[config.mk]
export PLATFORM = sky130hd
export DESIGN_NAME = lsu_ctrl_flat
export DESIGN_NICKNAME = d
export VERILOG_FILES = /design/src/rtl/lsu_ctrl_if.sv /design/src/rtl/lsu_ctrl.sv /design/src/flat_wrapper.sv
export SDC_FILE = /design/constraint.sdc
export NUM_CORES = 1
export LEC_CHECK = 0
export ABC_AREA = 0
export CAP_MARGIN = 15
export CORE_MARGIN = 4
export CORE_UTILIZATION = 53
export CTS_CLUSTER_DIAMETER = 100
export DETAILED_ROUTE_END_ITERATION = 16
export PLACE_DENSITY = 0.87
export SYNTH_ARGS = -nofsm -noshare
export SYNTH_HDL_FRONTEND = slang
export SYNTH_SLANG_ARGS = --single-unit
[constraint.sdc]
create_clock -name clk -period 4.2 [get_ports clk]
set_clock_uncertainty 0.1 [all_clocks]
set_input_delay 0.63 -clock clk [delete_from_list [all_inputs] [get_ports clk]]
set_output_delay 0.63 -clock clk [all_outputs]
set_load 0.1 [all_outputs]
[src/rtl/lsu_ctrl_if.sv]
// lsu_ctrl_if: request/response and data-memory signals of the load/store unit.
//   req_*  : pipeline request (valid/ready handshake, we, addr, func3, wdata)
//   resp_* : one-cycle completion pulse with load data and error flag
//   mem_*  : word-wide data memory port (address, write strobe, store/load data, ready)
// slave  : the LSU side.
// master : the environment side (pipeline plus data memory).
interface lsu_ctrl_if;
    logic        req_valid;
    logic        req_ready;
    logic        req_we;
    logic [31:0] req_addr;
    logic [2:0]  req_func3;
    logic [31:0] req_wdata;
    logic        resp_valid;
    logic [31:0] resp_rdata;
    logic        resp_err;
    logic        mem_writeEn;
    logic [31:0] mem_addr;
    logic [2:0]  mem_func3;
    logic [31:0] mem_storeVal;
    logic [31:0] mem_loadVal;
    logic        mem_data_ready;

    modport slave (
        input  req_valid, req_we, req_addr, req_func3, req_wdata,
        input  mem_loadVal, mem_data_ready,
        output req_ready, resp_valid, resp_rdata, resp_err,
        output mem_writeEn, mem_addr, mem_func3, mem_storeVal
    );

    modport master (
        output req_valid, req_we, req_addr, req_func3, req_wdata,
        output mem_loadVal, mem_data_ready,
        input  req_ready, resp_valid, resp_rdata, resp_err,
        input  mem_writeEn, mem_addr, mem_func3, mem_storeVal
    );
endinterface

[src/rtl/lsu_ctrl.sv]
// lsu_ctrl: single-outstanding RV32I load/store controller in front of a
// word-wide data memory. Sub-word stores are done as read-modify-write.
//   clk   : clock, rising edge
//   reset : asynchronous, active-low
//   bus   : lsu_ctrl_if.slave (request handshake, response pulse, memory port)
module lsu_ctrl (
    input  logic       clk,
    input  logic       reset,
    lsu_ctrl_if.slave  bus
);
    typedef enum logic [3:0] {
        IDLE, LD_RD, LD_CAP, ST_RD, ST_MRG, ST_WR, ST_WT, RESP, ERR
    } state_t;

    state_t      state, state_nxt;
    logic        we_q;
    logic [31:0] addr_q, wdata_q, sdata_q, rdata_q;
    logic [2:0]  func3_q;

    // func3 / alignment legality; unsigned variants exist only for loads
    function automatic logic legal(input logic we, input logic [2:0] f3, input logic [1:0] a);
        logic ok;
        case (f3)
            3'b000:  ok = 1'b1;
            3'b001:  ok = ~a[0];
            3'b010:  ok = (a == 2'b00);
            3'b100:  ok = ~we;
            3'b101:  ok = ~we & ~a[0];
            default: ok = 1'b0;
        endcase
        return ok;
    endfunction

    // little-endian lane extraction with sign/zero extension
    function automatic logic [31:0] load_ext(input logic [31:0] w, input logic [1:0] a,
                                             input logic [2:0] f3);
        logic [7:0]  b;
        logic [15:0] h;
        logic [31:0] r;
        b = w[{a, 3'b000} +: 8];
        h = a[1] ? w[31:16] : w[15:0];
        case (f3)
            3'b000:  r = {{24{b[7]}}, b};
            3'b001:  r = {{16{h[15]}}, h};
            3'b100:  r = {24'b0, b};
            3'b101:  r = {16'b0, h};
            default: r = w;
        endcase
        return r;
    endfunction

    // replace the addressed byte/half of the old word, keep the rest
    function automatic logic [31:0] merge(input logic [31:0] w, input logic [1:0] a,
                                          input logic [2:0] f3, input logic [31:0] d);
        logic [31:0] r;
        r = w;
        case (f3)
            3'b000:  r[{a, 3'b000} +: 8] = d[7:0];
            3'b001:  if (a[1]) r[31:16] = d[15:0]; else r[15:0] = d[15:0];
            default: r = d;
        endcase
        return r;
    endfunction

    always_ff @(posedge clk or negedge reset) begin
        if (!reset) state <= IDLE;
        else        state <= state_nxt;
    end

    always_comb begin
        state_nxt        = state;
        bus.req_ready    = 1'b0;
        bus.resp_valid   = 1'b0;
        bus.resp_err     = 1'b0;
        bus.resp_rdata   = 32'b0;
        bus.mem_writeEn  = 1'b0;
        bus.mem_addr     = 32'b0;
        bus.mem_storeVal = 32'b0;
        bus.mem_func3    = func3_q;
        case (state)
            IDLE: begin
                bus.req_ready = 1'b1;
                if (bus.req_valid) begin
                    if (!legal(bus.req_we, bus.req_func3, bus.req_addr[1:0])) state_nxt = ERR;
                    else if (!bus.req_we)                                     state_nxt = LD_RD;
                    else if (bus.req_func3 == 3'b010)                         state_nxt = ST_WR;
                    else                                                      state_nxt = ST_RD;
                end
            end
            LD_RD:  begin bus.mem_addr = {addr_q[31:2], 2'b00}; state_nxt = LD_CAP; end
            LD_CAP: begin
                bus.mem_addr = {addr_q[31:2], 2'b00};
                if (bus.mem_data_ready) state_nxt = RESP;
            end
            ST_RD:  begin bus.mem_addr = {addr_q[31:2], 2'b00}; state_nxt = ST_MRG; end
            ST_MRG: begin
                bus.mem_addr = {addr_q[31:2], 2'b00};
                if (bus.mem_data_ready) state_nxt = ST_WR;
            end
            ST_WR: begin
                bus.mem_addr     = {addr_q[31:2], 2'b00};
                bus.mem_storeVal = sdata_q;
                bus.mem_writeEn  = 1'b1;
                state_nxt        = ST_WT;
            end
            ST_WT: begin
                bus.mem_addr     = {addr_q[31:2], 2'b00};
                bus.mem_storeVal = sdata_q;
                if (bus.mem_data_ready) state_nxt = RESP;
            end
            RESP: begin
                bus.resp_valid = 1'b1;
                bus.resp_rdata = we_q ? 32'b0 : rdata_q;
                state_nxt      = IDLE;
            end
            ERR: begin
                bus.resp_valid = 1'b1;
                bus.resp_err   = 1'b1;
                state_nxt      = IDLE;
            end
            default: state_nxt = IDLE;
        endcase
    end

    always_ff @(posedge clk or negedge reset) begin
        if (!reset) begin
            we_q    <= 1'b0;
            addr_q  <= 32'b0;
            func3_q <= 3'b0;
            wdata_q <= 32'b0;
            sdata_q <= 32'b0;
            rdata_q <= 32'b0;
        end else begin
            if (state == IDLE && bus.req_valid) begin
                we_q    <= bus.req_we;
                addr_q  <= bus.req_addr;
                func3_q <= bus.req_func3;
                wdata_q <= bus.req_wdata;
                sdata_q <= bus.req_wdata;   // word stores write this directly
            end
            if (state == LD_CAP && bus.mem_data_ready)
                rdata_q <= load_ext(bus.mem_loadVal, addr_q[1:0], func3_q);
            if (state == ST_MRG && bus.mem_data_ready)
                sdata_q <= merge(bus.mem_loadVal, addr_q[1:0], func3_q, wdata_q);
        end
    end
endmodule

[src/flat_wrapper.sv]
// flat-port wrapper written by rule: the top's interface ports become plain ports
module lsu_ctrl_flat 
  (clk, reset, bus_req_valid, bus_req_we, bus_req_addr, bus_req_func3, bus_req_wdata, bus_mem_loadVal, bus_mem_data_ready, bus_req_ready, bus_resp_valid, bus_resp_rdata, bus_resp_err, bus_mem_writeEn, bus_mem_addr, bus_mem_func3, bus_mem_storeVal);
  lsu_ctrl_if bus_i ();
  input  logic clk;
  input  logic reset;
  input wire logic [$bits(bus_i.req_valid)-1:0] bus_req_valid;
  input wire logic [$bits(bus_i.req_we)-1:0] bus_req_we;
  input wire logic [$bits(bus_i.req_addr)-1:0] bus_req_addr;
  input wire logic [$bits(bus_i.req_func3)-1:0] bus_req_func3;
  input wire logic [$bits(bus_i.req_wdata)-1:0] bus_req_wdata;
  input wire logic [$bits(bus_i.mem_loadVal)-1:0] bus_mem_loadVal;
  input wire logic [$bits(bus_i.mem_data_ready)-1:0] bus_mem_data_ready;
  output wire logic [$bits(bus_i.req_ready)-1:0] bus_req_ready;
  output wire logic [$bits(bus_i.resp_valid)-1:0] bus_resp_valid;
  output wire logic [$bits(bus_i.resp_rdata)-1:0] bus_resp_rdata;
  output wire logic [$bits(bus_i.resp_err)-1:0] bus_resp_err;
  output wire logic [$bits(bus_i.mem_writeEn)-1:0] bus_mem_writeEn;
  output wire logic [$bits(bus_i.mem_addr)-1:0] bus_mem_addr;
  output wire logic [$bits(bus_i.mem_func3)-1:0] bus_mem_func3;
  output wire logic [$bits(bus_i.mem_storeVal)-1:0] bus_mem_storeVal;
  assign bus_i.req_valid = bus_req_valid;
  assign bus_i.req_we = bus_req_we;
  assign bus_i.req_addr = bus_req_addr;
  assign bus_i.req_func3 = bus_req_func3;
  assign bus_i.req_wdata = bus_req_wdata;
  assign bus_i.mem_loadVal = bus_mem_loadVal;
  assign bus_i.mem_data_ready = bus_mem_data_ready;
  assign bus_req_ready = bus_i.req_ready;
  assign bus_resp_valid = bus_i.resp_valid;
  assign bus_resp_rdata = bus_i.resp_rdata;
  assign bus_resp_err = bus_i.resp_err;
  assign bus_mem_writeEn = bus_i.mem_writeEn;
  assign bus_mem_addr = bus_i.mem_addr;
  assign bus_mem_func3 = bus_i.mem_func3;
  assign bus_mem_storeVal = bus_i.mem_storeVal;
  lsu_ctrl u_core (.clk(clk), .reset(reset), .bus(bus_i));
endmodule
==> metrics.md, run 1 <==
| Metric | Value |
|---|---|
| Largest cells by area after synthesis | dfrtp_1 46%, nand2_1 13%, and2_1 8.0% |
| Num Clock Sinks | 136 |
| DRC | 0 |
| Dpl hpwl | 16700 um |
| Final WL | 23500 um |
| Cell family with most CP delay | buffers and inverters |
| Critical Path Start Type | register |
| Leakage | 4.63 nW |
| Post-synth ARST share | 100% |
| Place WS | 1.32 ns |
| Setup TNS Final | 0 ns |
| Min Tclk post-route | 3.35 ns |
| Synth Cell Area | 7440 um2 |
| Crit-path max FO | 28 |
| Antenna violations before repair | 0 |
| Run status | complete, no violations |
| DR vias/cell | 5.93 |
| Post-route core utilization | 74.1% |
| Reg2reg start | u_core.addr_q[1] |
| Worst-path clk slew | 0.06 ns |
| Most frequently used flop master after synthesis | dfrtp_1 |
| Chip height | 126 um |
| DIE WIDTH | 126 um |
| R2R Path End | u_core.sdata_q[27] |
| Max-slew headroom | 30.4% |
| Power density cells | 943 nW/um2 |
| Cts repair resizes | 0 |
| Detail Route Antenna Nets | 0 |
| First-pass GRT wire length | 37700 um |
| TritonCTS Buffers | 17 |
| Share of the synthesized area in the top cell type | 45.8% |
| Post-synth EDFFs | 0 |
| Min-Delay Path Class | in2async |
| Worst-case reg-to-reg path depth | 7 |
| Routed len/inst | 19.4 um |
| Initial core utilization | 53.8% |
| Largest net degree at the start of global routing | 72 |
| Total Die Area | 16000 um2 |
| CP arrival | 2.62 ns |
| Crit path from | u_core.bus.mem_func3[0] |
| Fin. max-slew vios | 0 |
| Max incr delay on CP | 1.31 ns |
| Syn Inst Count | 846 |
| Syn Area/Cell | 8.79 um2 |
| DR vias | 7191 |
| Number of top-level pins | 207 |
| CP required | 3.47 ns |
| Placed instance area | 9660 um2 |
| Slowest CP cell | clkdlybuf4s50_1 |
| Vias in the first global route | 7138 |
| Yosys cell types | 61 |
| Finish-stage setup viols | 0 |
| Fin crit share | 79.7% |
| Hold_buf cts | 0 |
| FF-to-FF setup slack | 1.55 ns |
| Maxcap violations | 0 |
| Design area | 10300 um2 |
| Total GRT Usage | 29.7% |
| # diodes | 0 |
| PnR worst setup slack | 0.852 ns |
| Row count | 43 |
| H-tree depth | 4 |
| FF+latch count, synth | 136 |
| CP Class | reg2out |
| Remaining Overflow, GRT | 0 |
| Worst-Margin Slew | 1.04 ns |
| GPL Wtd Cong | 0.916 |
| VDD IR-drop max | 0.000784 V |
| Post-synthesis sequential area ratio | 45.8% |
| Highest clock rate | 299 MHz |
| Clock Latency Late Sink | 0.42 ns |
| Fin nets | 1128 |
| YS warnings | 0 |
| Area leader, netlist | dfrtp_1 |
| Count of final hold-check violations | 0 |
| CP cell instances | clkdlybuf4s50_1 |
| CORE AREA | 13800 um2 |
| Count leader, synth | nand2_1 |
| Root Driver | clkbuf_16 |
| Unrepaired setup endpoints after global routing | no |
| Share of post-route cells with drive strength above 1 | 17.1% |
| Post-CTS Setup Inserts | 0 |
| Pre-antenna DRT Iters | 6 |
| # port buffers | 204 |
| Crit path buf inv count | 1 |
| Worst Setup End Kind | primary output |
| Clk buf depth | 2 |
| DR iter-0 viols | 850 |
| CTS tree | built |
| Synth cell count leaders | 250 x nand2_1, 136 x dfrtp_1, 95 x and2_1 |
| Syn-to-layout area delta | 37.8% |
cell type report:
type	instances	area, um2
Multi-Input combinational cell	643	3710
Fill cell	976	3580
Sequential cell	136	3400
Timing Repair Buffer	217	2300
Clock buffer	25	505
Tap cell	180	225
Clock inverter	7	90.1
Inverter	4	15.0
metrics by stage:
step                cells  power [mW]  hold slack (ns)
floorplan             847        6.59            0.234
CTS                  1212        9.65            0.265
detailed placement   1180        8.10            0.357
finish               1212        9.67            0.240
global route         1212        10.1            0.322
global placement     1180        7.97            0.351
worst reg2reg max path, cell delays in order (launching register included):
cell      delay (ns)
dfrtp_1         0.34
buf_4           0.29
inv_2           0.18
ha_1            0.36
nor2b_1         0.50
nand3_1         0.17
a311oi_1        0.46
a221o_1         0.19
registers in the layout, summed over array words and instances (netlist names):
signal                count
u_core.bus.mem_func3      3
u_core.wdata_q           32
u_core.addr_q            32
u_core.state              4
u_core.rdata_q           32
u_core.sdata_q           32
u_core.we_q               1
metal layers:
layer  routed length (um)  up-vias  global-route usage, %
met1                 9060     3391                   38.3
met5                    0        -                      0
li1                     -     3250                      -
met2                10500      457                   45.2
met4                 1190        0                   15.7
met3                 2720       93                   9.18
power breakdown:
part	internal, mW	switching (mW)	total [mW]	leakage, nW
Combinational	1.69	3.99	5.68	2.66
Sequential	1.94	0.558	2.49	1.68
Clock	0.949	0.550	1.50	0.289
Total	4.57	5.10	9.67	4.63
cell usage in the layout, fill, tap and decap left out, drive strengths merged, types with 3 or more instances in the layout:
cell type and n:
nor3b 17, a221o 9, o21a 8, nor3 7
a21oi 29, dfrtp 136, and2 95, ha 5
mux2i 9, a22oi 9, o211ai 7, buf 113
a221oi 16, nor2 43, or3 3, inv 4
o31ai 8, a311oi 15, clkdlybuf4s50 104, o21ai 16
nor2b 4, clkinv 3, a211oi 3, nand2b 4
nand3 10, clkbuf 25, a32oi 17, nand2 251
o22ai 8, mux2 18, nand3b 6
kinds of logic (layout without fill, tap and decap cells):
kind of cell             count (synthesis)  count (layout)  synth area share (%)
AO/OA/AOI/OAI                          155             155                  15.6
adder cells (fa/ha/maj)                  5               5                 0.841
flip-flops                             136             136                  45.8
other                                    1               2                0.0504
multiplexers                            27              27                  3.94
buffers and inverters                   68             253                  4.61
AND/OR/NAND/NOR                        453             453                  29.1
XOR/XNOR                                 1               1                 0.118
worst max-delay path by stage:
stage                            end  slack, ns  depth (start not counted)
floorplan             bus_resp_valid       0.38                          3
global placement    bus_mem_func3[0]       1.35                          1
detailed placement  bus_mem_func3[0]       1.32                          1
CTS                 bus_mem_func3[0]       0.85                          1
global route        bus_mem_addr[19]       0.64                          4
finish              bus_mem_func3[0]       0.85                          1
Note: power is estimated with default switching activity, not from simulation.
==> run 2: changes to the inputs <==
--- a/config.mk
+++ b/config.mk
@@ -8,10 +8,10 @@
 export ABC_AREA = 0
 export CAP_MARGIN = 15
 export CORE_MARGIN = 4
-export CORE_UTILIZATION = 53
+export CORE_UTILIZATION = 44
 export CTS_CLUSTER_DIAMETER = 100
 export DETAILED_ROUTE_END_ITERATION = 16
-export PLACE_DENSITY = 0.87
+export PLACE_DENSITY = 0.77
 export SYNTH_ARGS = -nofsm -noshare
 export SYNTH_HDL_FRONTEND = slang
 export SYNTH_SLANG_ARGS = --single-unit
==> constraint.sdc (replaced) <==
create_clock -name clk -period 2.7 [get_ports clk]
set_clock_uncertainty 0.1 [all_clocks]
set_input_delay 0.405 -clock clk [delete_from_list [all_inputs] [get_ports clk]]
set_output_delay 0.405 -clock clk [all_outputs]
set_load 0.1 [all_outputs]
==> run 2 against run 1 <==
The flow now finishes with violations (setup timing). Sequential power is 48% higher. Combinational power increased by 83%. Via count is 0.50% higher. Register-to-register slack worse by 1.2 ns. Largest power group unchanged. Clock-buffer cell count down 1. Critical path type unchanged. Final cell count up 5.9%.
==> metrics.md, run 2 (same netlist as run 1, synthesis figures left out) <==
| Metric | Value |
|---|---|
| Chip height | 138 um |
| Count of final hold-check violations | 0 |
| DR vias | 7227 |
| DIE WIDTH | 138 um |
| Number of top-level pins | 207 |
| DP Cell Count | 1240 |
| Root Driver | clkbuf_16 |
| Worst Setup End Kind | primary output |
| CP required | 2.19 ns |
| First-pass GRT wire length | 39800 um |
| Total power | 16.2 mW |
| Pre-antenna DRT Iters | 5 |
| Max-slew headroom | 29.8% |
| Maxcap violations | 0 |
| CP arrival | 2.22 ns |
| # diodes | 0 |
| Total Die Area | 19000 um2 |
| Commonest non-fill, non-tap cells in the layout | 248 x nand2_1, 134 x dfrtp_1, 102 x clkdlybuf4s50_1, 102 x buf_12, 70 x and2_1 |
| Share of post-route cells with drive strength above 1 | 22.2% |
| Fillcell total | 1271 |
| VDD IR-drop max | 0.00123 V |
| Antenna violations before repair | 0 |
| Fin crit share | 101% |
| Min Tclk post-route | 2.73 ns |
| Row count | 47 |
| H-tree depth | 4 |
| Total GRT Usage | 26.0% |
| CP Class | reg2out |
| Most common cell after layout, fill and taps aside | nand2_1 |
| CORE AREA | 16600 um2 |
| DR vias/cell | 5.63 |
| # port buffers | 204 |
| Routed len/inst | 19.8 um |
| Slowest CP cell | dfrtp_2 |
| Crit-path max FO | 8 |
| Dpl hpwl | 18400 um |
| Final cell count without fillers | 1283 |
| Cell family with most CP delay | simple AND/OR/NAND/NOR gates |
| Finish-stage setup viols | 16 |
| Failing checks | setup timing |
| Worst-path clk slew | 0.06 ns |
| Highest clock rate | 367 MHz |
| Largest net degree at the start of global routing | 46 |
| Crit path buf inv count | 3 |
| Max incr delay on CP | 0.43 ns |
| GPL Wtd Cong | 0.939 |
| Clock Latency Late Sink | 0.42 ns |
| Remaining Overflow, GRT | 0 |
| CP cell instances | and2b_2 > nand2_2 > nor3b_4 > buf_4 > buf_8 > and2_4 > buf_12 |
| Clk buf depth | 2 |
| Critical Path Start Type | register |
| Syn-to-layout area delta | 54.1% |
| Run status | finished with violations |
| PnR worst setup slack | -0.0265 ns |
| DRC | 0 |
| Unrepaired setup endpoints after global routing | yes |
| Leakage | 5.03 nW |
| Final WL | 25400 um |
| Worst-Margin Slew | 1.05 ns |
| TritonCTS Buffers | 17 |
| Detail Route Antenna Nets | 0 |
| Fin. max-slew vios | 0 |
| CTS tree | built |
| Num Clock Sinks | 136 |
| Vias in the first global route | 7200 |
| DR iter-0 viols | 590 |
| Fin nets | 1159 |
| Power density cells | 1420 nW/um2 |
| Initial core utilization | 44.8% |
| Min-Delay Path Class | reg2reg |
run 2: metal layers:
layer,global-route usage [%],vias up,wire length (um)
met5,0,-,0
met4,9.67,0,848
met3,10.1,63,2650
met2,40.5,382,11900
met1,33.0,3452,10000
li1,-,3330,-
run 2: tightest hold or removal path, stage by stage, from the launching register on:
cell	delay, ns
dfrtp_1	0.33
nand2_1	0.05
nand2_1	0.05
run 2: layout make-up:
class	instances	area (um2)	area share [%]
multi-input cells	643	3800	33.1
clock inverters	8	71.3	0.622
inverters	4	15.0	0.131
well taps	220	275	2.40
flip-flops and latches	136	3410	29.7
repair buffers	248	3410	29.8
clock buffers	24	482	4.20
run 2: power by group:
group / switching (mW) / internal, mW / leakage (nW)
Sequential: 0.665 / 3.02 / 1.68
Clock: 0.877 / 1.33 / 0.274
Combinational: 6.71 / 3.65 / 3.08
run 2: repair_timing:
action                                  CTS  global route
endpoints found under the setup margin   35            45
hold endpoints to repair                 38             0
hold buffers                              1             0
cloned                                    0             3
setup buffers                             0             7
pin swaps                                 0            15
gates resized for setup                   2            37
run 2: worst paths after layout:
kind	start	to	slack, ns	cells past startpoint
worst max-delay path	u_core.state[3]	bus_resp_rdata[2]	-0.03	7
worst min-delay path	u_core.addr_q[11]	u_core.addr_q[11]	0.37	2
worst max register to register	u_core.addr_q[1]	u_core.sdata_q[23]	0.38	6
worst min register to register	u_core.addr_q[11]	u_core.addr_q[11]	0.37	2
max in group asynchronous	reset	u_core.addr_q[13]	1.39	3
min in group asynchronous	reset	u_core.addr_q[10]	0.42	2
run 2: stage by stage:
step | setup slack, ns | setup TNS [ns] | hold slack (ns) | util, % | area (um2)
finish | -0.0265 | -0.259 | 0.366 | 69.1 | 11500
global route | -0.104 | -2.23 | 0.380 | 69.1 | 11500
CTS | 0.0204 | 0 | 0.369 | 68.2 | 11300
detailed placement | 0.247 | 0 | 0.334 | 64.7 | 10700
global placement | 0.311 | 0 | 0.333 | 64.7 | 10700
floorplan | 0.000735 | 0 | 0.00941 | - | 7470
